$ cat src/rtl/svc_rv_io_pkg.sv
// rtl/svc_rv_io_pkg.sv - register offsets, field indices and write helper for the IO console/timer block
package svc_rv_io_pkg;

    localparam logic [2:0] IO_SCRATCH  = 3'd0;
    localparam logic [2:0] IO_CONSOLE  = 3'd1;
    localparam logic [2:0] IO_MTIME_LO = 3'd2;
    localparam logic [2:0] IO_MTIME_HI = 3'd3;
    localparam logic [2:0] IO_CMP_LO   = 3'd4;
    localparam logic [2:0] IO_CMP_HI   = 3'd5;
    localparam logic [2:0] IO_CTRL     = 3'd6;
    localparam logic [2:0] IO_STATUS   = 3'd7;

    localparam int STATUS_FULL      = 0;
    localparam int STATUS_EMPTY     = 1;
    localparam int STATUS_OVF       = 2;
    localparam int STATUS_COUNT_LSB = 8;

    localparam int CTRL_TIMER_EN = 0;

    function automatic logic [31:0] apply_wstrb(input logic [31:0] old_val,
                                                input logic [31:0] wdata,
                                                input logic [3:0]  wstrb);
        logic [31:0] res;
        res = old_val;
        for (int i = 0; i < 4; i++) begin
            if (wstrb[i]) res[i*8 +: 8] = wdata[i*8 +: 8];
        end
        return res;
    endfunction

endpackage

$ cat src/rtl/svc_rv_io_console_timer_if.sv
// rtl/svc_rv_io_console_timer_if.sv - SoC IO bus plus console byte stream
interface svc_rv_io_console_timer_if #(
    parameter int XLEN = 32
);
    logic [XLEN-1:0]   io_raddr;
    logic [XLEN-1:0]   io_rdata;
    logic              io_wen;
    logic [XLEN-1:0]   io_waddr;
    logic [XLEN-1:0]   io_wdata;
    logic [XLEN/8-1:0] io_wstrb;
    logic              cons_valid;
    logic [7:0]        cons_data;
    logic              cons_ready;

    modport master (
        output io_raddr, io_wen, io_waddr, io_wdata, io_wstrb, cons_ready,
        input  io_rdata, cons_valid, cons_data
    );

    modport slave (
        input  io_raddr, io_wen, io_waddr, io_wdata, io_wstrb, cons_ready,
        output io_rdata, cons_valid, cons_data
    );
endinterface

$ cat src/rtl/svc_rv_io_fifo.sv
// rtl/svc_rv_io_fifo.sv - byte FIFO with extra-MSB pointers; a push into a full FIFO is taken when a pop coincides
module svc_rv_io_fifo #(
    parameter int AW = 4
) (
    input  logic        clk,
    input  logic        rst_n,
    input  logic        push,
    input  logic [7:0]  push_data,
    input  logic        pop,
    output logic [7:0]  pop_data,
    output logic        full,
    output logic        empty,
    output logic [AW:0] count
);
    logic [7:0] mem [2**AW];
    logic [AW:0] wptr;
    logic [AW:0] rptr;
    logic        push_ok;
    logic        pop_ok;

    assign empty    = (wptr == rptr);
    assign full     = (wptr[AW] != rptr[AW]) && (wptr[AW-1:0] == rptr[AW-1:0]);
    assign count    = wptr - rptr;
    assign pop_ok   = pop && !empty;
    assign push_ok  = push && (!full || pop_ok);
    assign pop_data = mem[rptr[AW-1:0]];

    always_ff @(posedge clk or negedge rst_n) begin
        if (!rst_n) begin
            wptr <= '0;
            rptr <= '0;
        end else begin
            if (push_ok) wptr <= wptr + 1'b1;
            if (pop_ok)  rptr <= rptr + 1'b1;
        end
    end

    // When full, the write slot is the head being popped; the head is read before the edge.
    always_ff @(posedge clk) begin
        if (push_ok) mem[wptr[AW-1:0]] <= push_data;
    end

endmodule

$ cat src/rtl/svc_rv_io_console_timer.sv
// rtl/svc_rv_io_console_timer.sv - IO responder: scratch register, 64-bit timer with compare IRQ, console FIFO
module svc_rv_io_console_timer
    import svc_rv_io_pkg::*;
#(
    parameter int          XLEN    = 32,
    parameter logic [31:0] BASE    = 32'h8000_0000,
    parameter int          FIFO_AW = 4
) (
    input  logic                       clk,
    input  logic                       rst_n,
    svc_rv_io_console_timer_if.slave   bus,
    output logic                       timer_irq
);
    logic [31:0]      scratch;
    logic [63:0]      mtime;
    logic [63:0]      cmp;
    logic             timer_en;
    logic             ovf;
    logic             irq_q;
    logic [XLEN-1:0]  rdata_q;
    logic [31:0]      rd_val;
    logic [31:0]      status_val;

    logic             rd_hit;
    logic             wr_hit;
    logic [2:0]       roff;
    logic [2:0]       woff;
    logic             push;
    logic             pop;
    logic             fifo_full;
    logic             fifo_empty;
    logic [FIFO_AW:0] fifo_count;
    logic [7:0]       fifo_head;
    logic             unused_addr_bits;

    assign rd_hit = (bus.io_raddr[31:5] == BASE[31:5]);
    assign wr_hit = bus.io_wen && (bus.io_waddr[31:5] == BASE[31:5]);
    assign roff   = bus.io_raddr[4:2];
    assign woff   = bus.io_waddr[4:2];
    assign unused_addr_bits = ^{bus.io_raddr[1:0], bus.io_waddr[1:0]};

    assign push = wr_hit && (woff == IO_CONSOLE) && bus.io_wstrb[0];
    assign pop  = bus.cons_ready && !fifo_empty;

    svc_rv_io_fifo #(.AW(FIFO_AW)) u_fifo (
        .clk       (clk),
        .rst_n     (rst_n),
        .push      (push),
        .push_data (bus.io_wdata[7:0]),
        .pop       (pop),
        .pop_data  (fifo_head),
        .full      (fifo_full),
        .empty     (fifo_empty),
        .count     (fifo_count)
    );

    assign bus.cons_valid = !fifo_empty;
    assign bus.cons_data  = fifo_head;
    assign bus.io_rdata   = rdata_q;
    assign timer_irq      = irq_q;

    always_comb begin
        status_val = '0;
        status_val[STATUS_FULL]  = fifo_full;
        status_val[STATUS_EMPTY] = fifo_empty;
        status_val[STATUS_OVF]   = ovf;
        status_val[STATUS_COUNT_LSB +: 8] = {{(7 - FIFO_AW){1'b0}}, fifo_count};
    end

    always_comb begin
        rd_val = '0;
        if (rd_hit) begin
            case (roff)
                IO_SCRATCH:  rd_val = scratch;
                IO_CONSOLE:  rd_val = '0;
                IO_MTIME_LO: rd_val = mtime[31:0];
                IO_MTIME_HI: rd_val = mtime[63:32];
                IO_CMP_LO:   rd_val = cmp[31:0];
                IO_CMP_HI:   rd_val = cmp[63:32];
                IO_CTRL:     rd_val = {31'b0, timer_en};
                IO_STATUS:   rd_val = status_val;
                default:     rd_val = '0;
            endcase
        end
    end

    always_ff @(posedge clk or negedge rst_n) begin
        if (!rst_n) begin
            scratch  <= '0;
            mtime    <= '0;
            cmp      <= '1;
            timer_en <= 1'b0;
            ovf      <= 1'b0;
            irq_q    <= 1'b0;
            rdata_q  <= '0;
        end else begin
            rdata_q <= rd_val;
            irq_q   <= timer_en && (mtime >= cmp);
            if (timer_en) mtime <= mtime + 64'd1;
            // A push into a full FIFO is only lost when no pop frees a slot the same cycle.
            if (push && fifo_full && !pop) ovf <= 1'b1;
            if (wr_hit) begin
                case (woff)
                    IO_SCRATCH: scratch <= apply_wstrb(scratch, bus.io_wdata, bus.io_wstrb);
                    IO_CMP_LO:  cmp[31:0]  <= apply_wstrb(cmp[31:0], bus.io_wdata, bus.io_wstrb);
                    IO_CMP_HI:  cmp[63:32] <= apply_wstrb(cmp[63:32], bus.io_wdata, bus.io_wstrb);
                    IO_CTRL:    if (bus.io_wstrb[0]) timer_en <= bus.io_wdata[CTRL_TIMER_EN];
                    IO_STATUS:  if (bus.io_wstrb[0] && bus.io_wdata[STATUS_OVF]) ovf <= 1'b0;
                    default: ;
                endcase
            end
        end
    end

endmodule

$ cat src/flat_wrapper.sv
// flat-port wrapper written by rule: the top's interface ports become plain ports
module svc_rv_io_console_timer_flat import svc_rv_io_pkg::*;
#(
    parameter int          XLEN    = 32,
    parameter logic [31:0] BASE    = 32'h8000_0000,
    parameter int          FIFO_AW = 4
)
  (clk, rst_n, timer_irq, bus_io_raddr, bus_io_wen, bus_io_waddr, bus_io_wdata, bus_io_wstrb, bus_cons_ready, bus_io_rdata, bus_cons_valid, bus_cons_data);
  svc_rv_io_console_timer_if #(.XLEN(XLEN)) bus_i ();
  input  logic clk;
  input  logic rst_n;
  output logic timer_irq;
  input wire logic [$bits(bus_i.io_raddr)-1:0] bus_io_raddr;
  input wire logic [$bits(bus_i.io_wen)-1:0] bus_io_wen;
  input wire logic [$bits(bus_i.io_waddr)-1:0] bus_io_waddr;
  input wire logic [$bits(bus_i.io_wdata)-1:0] bus_io_wdata;
  input wire logic [$bits(bus_i.io_wstrb)-1:0] bus_io_wstrb;
  input wire logic [$bits(bus_i.cons_ready)-1:0] bus_cons_ready;
  output wire logic [$bits(bus_i.io_rdata)-1:0] bus_io_rdata;
  output wire logic [$bits(bus_i.cons_valid)-1:0] bus_cons_valid;
  output wire logic [$bits(bus_i.cons_data)-1:0] bus_cons_data;
  assign bus_i.io_raddr = bus_io_raddr;
  assign bus_i.io_wen = bus_io_wen;
  assign bus_i.io_waddr = bus_io_waddr;
  assign bus_i.io_wdata = bus_io_wdata;
  assign bus_i.io_wstrb = bus_io_wstrb;
  assign bus_i.cons_ready = bus_cons_ready;
  assign bus_io_rdata = bus_i.io_rdata;
  assign bus_cons_valid = bus_i.cons_valid;
  assign bus_cons_data = bus_i.cons_data;
  svc_rv_io_console_timer #(.XLEN(XLEN), .BASE(BASE), .FIFO_AW(FIFO_AW)) u_core (.clk(clk), .rst_n(rst_n), .bus(bus_i), .timer_irq(timer_irq));
endmodule
$ cat config.mk
export PLATFORM = sky130hd
export DESIGN_NAME = svc_rv_io_console_timer_flat
export DESIGN_NICKNAME = d
export VERILOG_FILES = /design/src/rtl/svc_rv_io_pkg.sv /design/src/rtl/svc_rv_io_console_timer_if.sv /design/src/rtl/svc_rv_io_fifo.sv /design/src/rtl/svc_rv_io_console_timer.sv /design/src/flat_wrapper.sv
export SDC_FILE = /design/constraint.sdc
export NUM_CORES = 1
export LEC_CHECK = 0
export ABC_CLOCK_PERIOD_IN_PS = 3900
export CORE_UTILIZATION = 41
export DETAILED_ROUTE_END_ITERATION = 7
export PLACE_DENSITY = 0.66
export SETUP_SLACK_MARGIN = 0.1
export SLEW_MARGIN = 15
export SYNTH_ARGS = -nofsm -noshare
export SYNTH_HDL_FRONTEND = slang
export SYNTH_SLANG_ARGS = --single-unit
export TNS_END_PERCENT = 50
$ cat constraint.sdc
create_clock -name clk -period 3.9 [get_ports clk]
set_input_delay 0.975 -clock clk [delete_from_list [all_inputs] [get_ports clk]]
set_output_delay 0.975 -clock clk [all_outputs]
set_load 0.005 [all_outputs]
==> results of run 1 <==
==> registers in the layout (all words and copies together) (netlist names) <==
| register | flops |
|---|---|
| u_core.u_fifo.mem | 128 |
| u_core.timer_irq | 1 |
| u_core.bus.io_rdata | 32 |
| u_core.timer_en | 1 |
| u_core.u_fifo.rptr | 5 |
| u_core.cmp | 64 |
| u_core.ovf | 1 |
| u_core.mtime | 64 |
| u_core.u_fifo.wptr | 5 |
| u_core.scratch | 32 |
==> where the power goes <==
| part | switching [W] | internal, W |
|---|---|---|
| sequential | 0.0000403 | 0.00367 |
| combinational | 0.000680 | 0.000853 |
| clock | 0.00141 | 0.00186 |
==> how the worst min path moves through the flow <==
stage / endpoint / start / cells after the start
global placement: u_core.u_fifo.rptr[4] / u_core.u_fifo.rptr[4] / 1
CTS: u_core.u_fifo.rptr[4] / u_core.u_fifo.rptr[4] / 1
global route: u_core.u_fifo.rptr[4] / u_core.u_fifo.rptr[4] / 1
floorplan: u_core.u_fifo.wptr[4] / u_core.u_fifo.wptr[4] / 1
finish: u_core.bus.io_rdata[17] / rst_n / 1
detailed placement: u_core.u_fifo.rptr[4] / u_core.u_fifo.rptr[4] / 1
==> routing by layer <==
layer  up-vias  wire (µm)
met3        50       2052
li1       5001          -
met2       255      19320
met4         0        677
met1      5406      18460
met5         -          0
==> cell families after synthesis <==
group / Yosys count / synth area share (%)
fa+ha+maj: 75 / 5.870
simple gates: 322 / 10.78
xor+xnor: 75 / 4.076
compound gates: 171 / 6.623
buf+inv: 124 / 2.943
mux: 157 / 13.53
flops: 333 / 56.18
==> what timing repair did <==
action,in CTS,in global routing
setup endpoints to repair,8,7
pin swaps,0,0
buffers inserted,2,4
resized for setup,1,3
gates cloned,1,1
==> worst max-delay path, stage by stage (launching register included) <==
cell and delay, ns:
dfrtp_2 0.55, buf_12 0.19, mux4_2 0.54, mux4_2 0.49
clkdlybuf4s50_1 0.46
==> cell type report <==
| class | count | area (µm²) |
|---|---|---|
| repair buffers | 189 | 1832 |
| clock buffers | 53 | 996.0 |
| multi-input cells | 800 | 6591 |
| fillers | 3358 | 19190 |
| inverters | 79 | 296.5 |
| flip-flops and latches | 333 | 9055 |
| clock inverters | 15 | 130.1 |
| well taps | 518 | 648.1 |
==> through the flow <==
| step | worst slack (ns) | cell area [µm²] | hold slack, ns | instances | total power (W) |
|---|---|---|---|---|---|
| after floorplan | 0.6761 | 16110 | 0.4619 | 1257 | 0.004582 |
| after global placement | 0.2199 | 18320 | 0.4821 | 1911 | 0.005194 |
| after detailed placement | 0.2120 | 18320 | 0.4851 | 1911 | 0.005203 |
| after CTS | 0.1169 | 19480 | 0.4950 | 1982 | 0.008543 |
| after global routing | 0.07392 | 19550 | 0.5066 | 1987 | 0.008847 |
| final | 0.1592 | 19550 | 0.4814 | 1987 | 0.008513 |
==> cells in the final DEF (no fill, tap or decap), drive strengths merged, types with 45 or more instances in the layout <==
cell           Yosys  layout
mux2              86      86
clkbuf            31      55
clkdlybuf4s50      0     135
buf               14      50
inv               78      79
dfrtp            141     141
nor2              45      45
dfstp             64      64
xnor2             55      55
edfxtp           128     128
nand2             89      89
o21ai             50      50
ha                74      74
==> run_results.csv, run 1 <==
group,metric,value,unit
critical_path,critPathRequiredTime,2.92,ns
place,port_buffers,141,
sta,skew,0.01334,ns
logic_synthesis,yosysWarningCount,0,
logic_synthesis,synth-seq-area-share,56.18,%
place,gp_congestion,0.8543,
drt,first_pass_iters,5,
sta,tightest_slew,0.8671,ns
logic_synthesis,syn_area,16110,µm²
layout,layout-drive-gt1-share,20.69,%
critical_path,critPathKind,"register to output pin",
cts,clockBufferDepth,3,
power,power.density,435.5,nW/µm²
logic_synthesis,postSynthAreaPerCell,12.82,µm²
drt,routed_wl,40500,µm
worst_hold_path,hp-class,"input pin to async pin",
logic_synthesis,netlist_top_cells_area,"edfxtp_1 24%, dfrtp_1 22%, dfstp_2 10%",
global_route,grtUsageMet3,2.864,%
logic_synthesis,yosysMostFrequentCell,"dfrtp_1",
die,die_area,40100,µm²
logic_synthesis,synthTopCellsByCount,"141 x dfrtp_1, 128 x edfxtp_1, 89 x nand2_1",
critical_path,r2r_start,"u_core.u_fifo.rptr[0]",
drt,avgViaCountPerCell,5.391,
logic_synthesis,yosysUniqueCellTypes,66,
power,cellLeakagePower,8.016,nW
logic_synthesis,yosys.area.top_type,"edfxtp_1",
critical_path,r2r_cells,8,
critical_path,arrival,2.77,ns
die,rows,72,
sta,timing.final.crit_period,3.741,ns
sta,finalHoldViolations,0,
logic_synthesis,post-synth-top-area-fraction,23.85,%
logic_synthesis,synthesis.nets,1436,
cts,cts.sink_count,333,
cts,root_buffer,"clkbuf_16",
critical_path,startpoint_type,"register",
critical_path,worst-path-max-fanout,7,
cts,tritoncts,"yes",
sta,slew_headroom,42.01,%
drt,drt_iter0_drc,759,
logic_synthesis,ys_async_sr_fraction,61.56,%
critical_path,endpoint_kind,"output pin",
sta,finalSetupViolations,0,
logic_synthesis,synth-main-ff-cell,"dfrtp_1",
layout,diodes,0,
drt,ant_nets,0,
sta,rsz0062_at_grt,"yes",
logic_synthesis,ys_seq_elements,333,
drt,drc_errors,0,
die,die_h,200.3,µm
sta,post-route-period-util,95.92,%
die,initial_core_util,41.60,%
power,irDropWorstVdd,0.3193,mV
sta,slew_viol_final,0,
flow_run,maxCapViolCount,0,
place,hpwl,28350,µm
outcome,outcome,"complete, no violations",
global_route,grt_usage,20.31,%
critical_path,crit_path_start,"u_core.u_fifo.rptr[0]",
sta,fmaxAchievable,267.3,MHz
global_route,grt_pass1_vias,10970,
die,io_pins,146,
die,fp.coreArea,38740,µm²
layout,postLayoutCoreUtil,50.47,%
cts,hold_buffers,0,
global_route,grt_start_max_net_pins,86,
layout,syn2layout_area_growth,21.31,%
drt,post_drt_wl_per_cell,20.38,µm
logic_synthesis,synth_edf_count,128,
sta,setup_tns,0,ns
critical_path,crit_end,"bus_cons_data[6]",
cts,numCtsBuffers,37,
logic_synthesis,syn_inst,1257,
cts,clk_pin_slew,0.06,ns
global_route,antenna_found_initial,0,
cts,htreeDepth,2,
critical_path,r2r_end,"u_core.u_fifo.mem[3][3]",
cts,clk_latency,0.54,ns
global_route,grt_pass1_wl,63240,µm
global_route,grt_use_met2,33.23,%
critical_path,reg2reg_setup_slack,0.97,ns
die,die_w,200.3,µm
layout,fin_nets,1619,
global_route,gr-total-overflow,0,
global_route,gr-usage-met1,28.48,%
drt,num_vias,10710,
global_route,top_usage_layer,"met2",
No activity file was read; power rests on OpenSTA's default activity.
==> run 2, diff against run 1 <==
CORE_MARGIN = 2   (was not set)
==> run_results.csv, run 2 (synthesis gave the netlist of run 1 again) <==
group,metric,value,unit
cts,hold_buffers,0,
outcome,outcome,"complete, no violations",
drt,post_drt_wl_per_cell,20.61,µm
power,p_int,0.006452,W
power,swShare,25.28,%
cts,clk_latency,0.55,ns
cts,tritoncts,"yes",
place,hpwl,28280,µm
drt,drt_iter0_drc,754,
critical_path,endpoint_kind,"output pin",
power,irDropWorstVdd,0.2528,mV
critical_path,worstPathCellList,"buf_4 > mux4_2 > mux4_2 > clkdlybuf4s50_1",
die,io_pins,146,
global_route,grt_pass1_vias,11000,
cts,clk_pin_slew,0.06,ns
sta,finalSetupViolations,0,
place,gp_congestion,0.8923,
cts,htreeDepth,2,
power,seq_power_share,42.9,%
sta,tightest_slew,0.8873,ns
drt,num_vias,10740,
die,initial_core_util,41.60,%
power,power.density,441.0,nW/µm²
layout,largest_register_ffs,128,
power,netSwitchingPower,0.002183,W
global_route,gr-total-overflow,0,
layout,syn2layout_area_growth,21.52,%
sta,post-route-period-util,96.42,%
global_route,antenna_found_initial,0,
critical_path,worst-path-max-fanout,5,
layout,most-common-layout-cells,"140 x dfrtp_1, 135 x clkdlybuf4s50_1, 128 x edfxtp_1",
sta,setup_tns,0,ns
critical_path,crit_family,"multiplexers",
die,fp.coreArea,38740,µm²
layout,fillers,3402,
critical_path,max_stage_delay,0.56,ns
power,cellLeakagePower,8.032,nW
drt,routed_wl,40820,µm
sta,slew_headroom,40.66,%
place,port_buffers,141,
cts,numCtsBuffers,38,
power,p_total,0.008636,W
global_route,grt_pass1_wl,63690,µm
layout,diodes,0,
drt,first_pass_iters,6,
sta,fin_ws,0.1396,ns
critical_path,critPathRequiredTime,2.92,ns
sta,slew_viol_final,0,
power,clkPwrFrac,39.3,%
critical_path,arrival,2.79,ns
cts,clockBufferDepth,3,
worst_hold_path,hp-class,"input pin to async pin",
flow_run,maxCapViolCount,0,
sta,fmaxAchievable,265.9,MHz
sta,finalHoldViolations,0,
cts,root_buffer,"clkbuf_16",
drt,drc_errors,0,
layout,final_common_cell,"dfrtp_1",
global_route,grt_start_max_net_pins,89,
critical_path,cp_slowest_cell,"mux4_2",
place,dp_slack,0.1733,ns
layout,fin_nets,1615,
drt,ant_nets,0,
power,comb_power_share,17.8,%
layout,layout-drive-gt1-share,20.71,%
die,die_area,40910,µm²
drt,avgViaCountPerCell,5.419,
critical_path,critPathBufInv,2,
global_route,grt_usage,20.20,%
layout,postLayoutCoreUtil,50.55,%
sta,timing.final.crit_period,3.760,ns
sta,skew,0.01424,ns
die,die_h,202.3,µm
critical_path,crit_top_cell,"mux4_2",
sta,rsz0062_at_grt,"yes",
die,rows,72,
critical_path,startpoint_type,"register",
cts,cts.sink_count,333,
die,die_w,202.3,µm
critical_path,critPathKind,"register to output pin",
==> run 2: cell count changes in the layout (fill, tap and decap cells not counted) <==
| cell | before | now |
|---|---|---|
| buf_4 | 43 | 38 |
| buf_6 | 1 | 0 |
| clkinv_2 | 5 | 4 |
| bufinv_16 | 1 | 0 |
| clkbuf_16 | 38 | 39 |
| clkbuf_8 | 2 | 7 |
| clkinvlp_4 | 3 | 1 |
| buf_12 | 2 | 3 |
| clkbuf_1 | 15 | 9 |
| clkinv_1 | 4 | 5 |
| clkinv_16 | 0 | 1 |
| clkbuf_4 | 0 | 1 |
==> run 2: cell type report <==
cell class	count	area (µm²)	area share, %
Inverter	79	296.5	1.514
Sequential cell	333	9055	46.24
Clock inverter	13	113.9	0.5814
Tap cell	518	648.1	3.310
Multi-Input combinational cell	800	6591	33.66
Timing Repair Buffer	184	1803	9.207
Clock buffer	54	1075	5.488
==> run 2: worst reg2reg max path: cells and delay by family (launching register included) <==
family	cells	cell delay, ns
simple gates	6	1.61
flops	1	0.50
fa+ha+maj	1	0.33
buf+inv	1	0.20
==> run 2: power by group through the flow <==
| stage | Sequential [W] | Combinational [W] | Clock [W] |
|---|---|---|---|
| floorplan | 0.00375 | 0.000828 | 0 |
| global placement | 0.00377 | 0.00142 | 0 |
| finish | 0.00371 | 0.00154 | 0.00339 |
| detailed placement | 0.00377 | 0.00144 | 0 |
| CTS | 0.00370 | 0.00150 | 0.00347 |
| global route | 0.00371 | 0.00163 | 0.00361 |
==> run 2: path summary, 6_finish.rpt <==
| path | startpoint | to | cells past startpoint | slack, ns |
|---|---|---|---|---|
| setup / recovery | u_core.u_fifo.rptr[0] | bus_cons_data[2] | 4 | 0.14 |
| hold / removal | rst_n | u_core.bus.io_rdata[17] | 1 | 0.46 |
| setup reg to reg | u_core.u_fifo.rptr[0] | u_core.u_fifo.mem[7][4] | 8 | 0.91 |
| hold reg to reg | u_core.u_fifo.rptr[4] | u_core.u_fifo.rptr[4] | 1 | 0.49 |
| max in group asynchronous | rst_n | u_core.cmp[43] | 2 | 2.57 |
| min in group clk | u_core.u_fifo.rptr[4] | u_core.u_fifo.rptr[4] | 1 | 0.49 |
==> run 2: per-layer routing <==
layer	share of wire (%)	vias to the layer above	global-route usage (%)
met2	47	280	32.42
met3	5.3	57	3.402
met5	0	-	0.1190
li1	-	4992	-
met1	46	5407	28.59
met4	1.8	0	5.162
==> run 2: repair_timing <==
| item | 4_1_cts | 5_1_grt |
|---|---|---|
| gates cloned | 1 | 1 |
| buffers inserted | 1 | 4 |
| setup endpoints to repair | 8 | 6 |
| gates resized for setup | 1 | 2 |
==> run 2: through the flow <==
stage / area, µm² / cells / hold slack (ns)
floorplan: 16110 / 1257 / 0.4619
global placement: 18300 / 1907 / 0.4845
detailed placement: 18300 / 1907 / 0.4883
CTS: 19520 / 1976 / 0.4948
global route: 19580 / 1981 / 0.5134
finish: 19580 / 1981 / 0.4644
==> run 3, diff against run 2 <==
CAP_MARGIN = 20   (was not set)
==> results of run 3 <==
No change in the layout: final DEF, timing and power equal those of run 2.
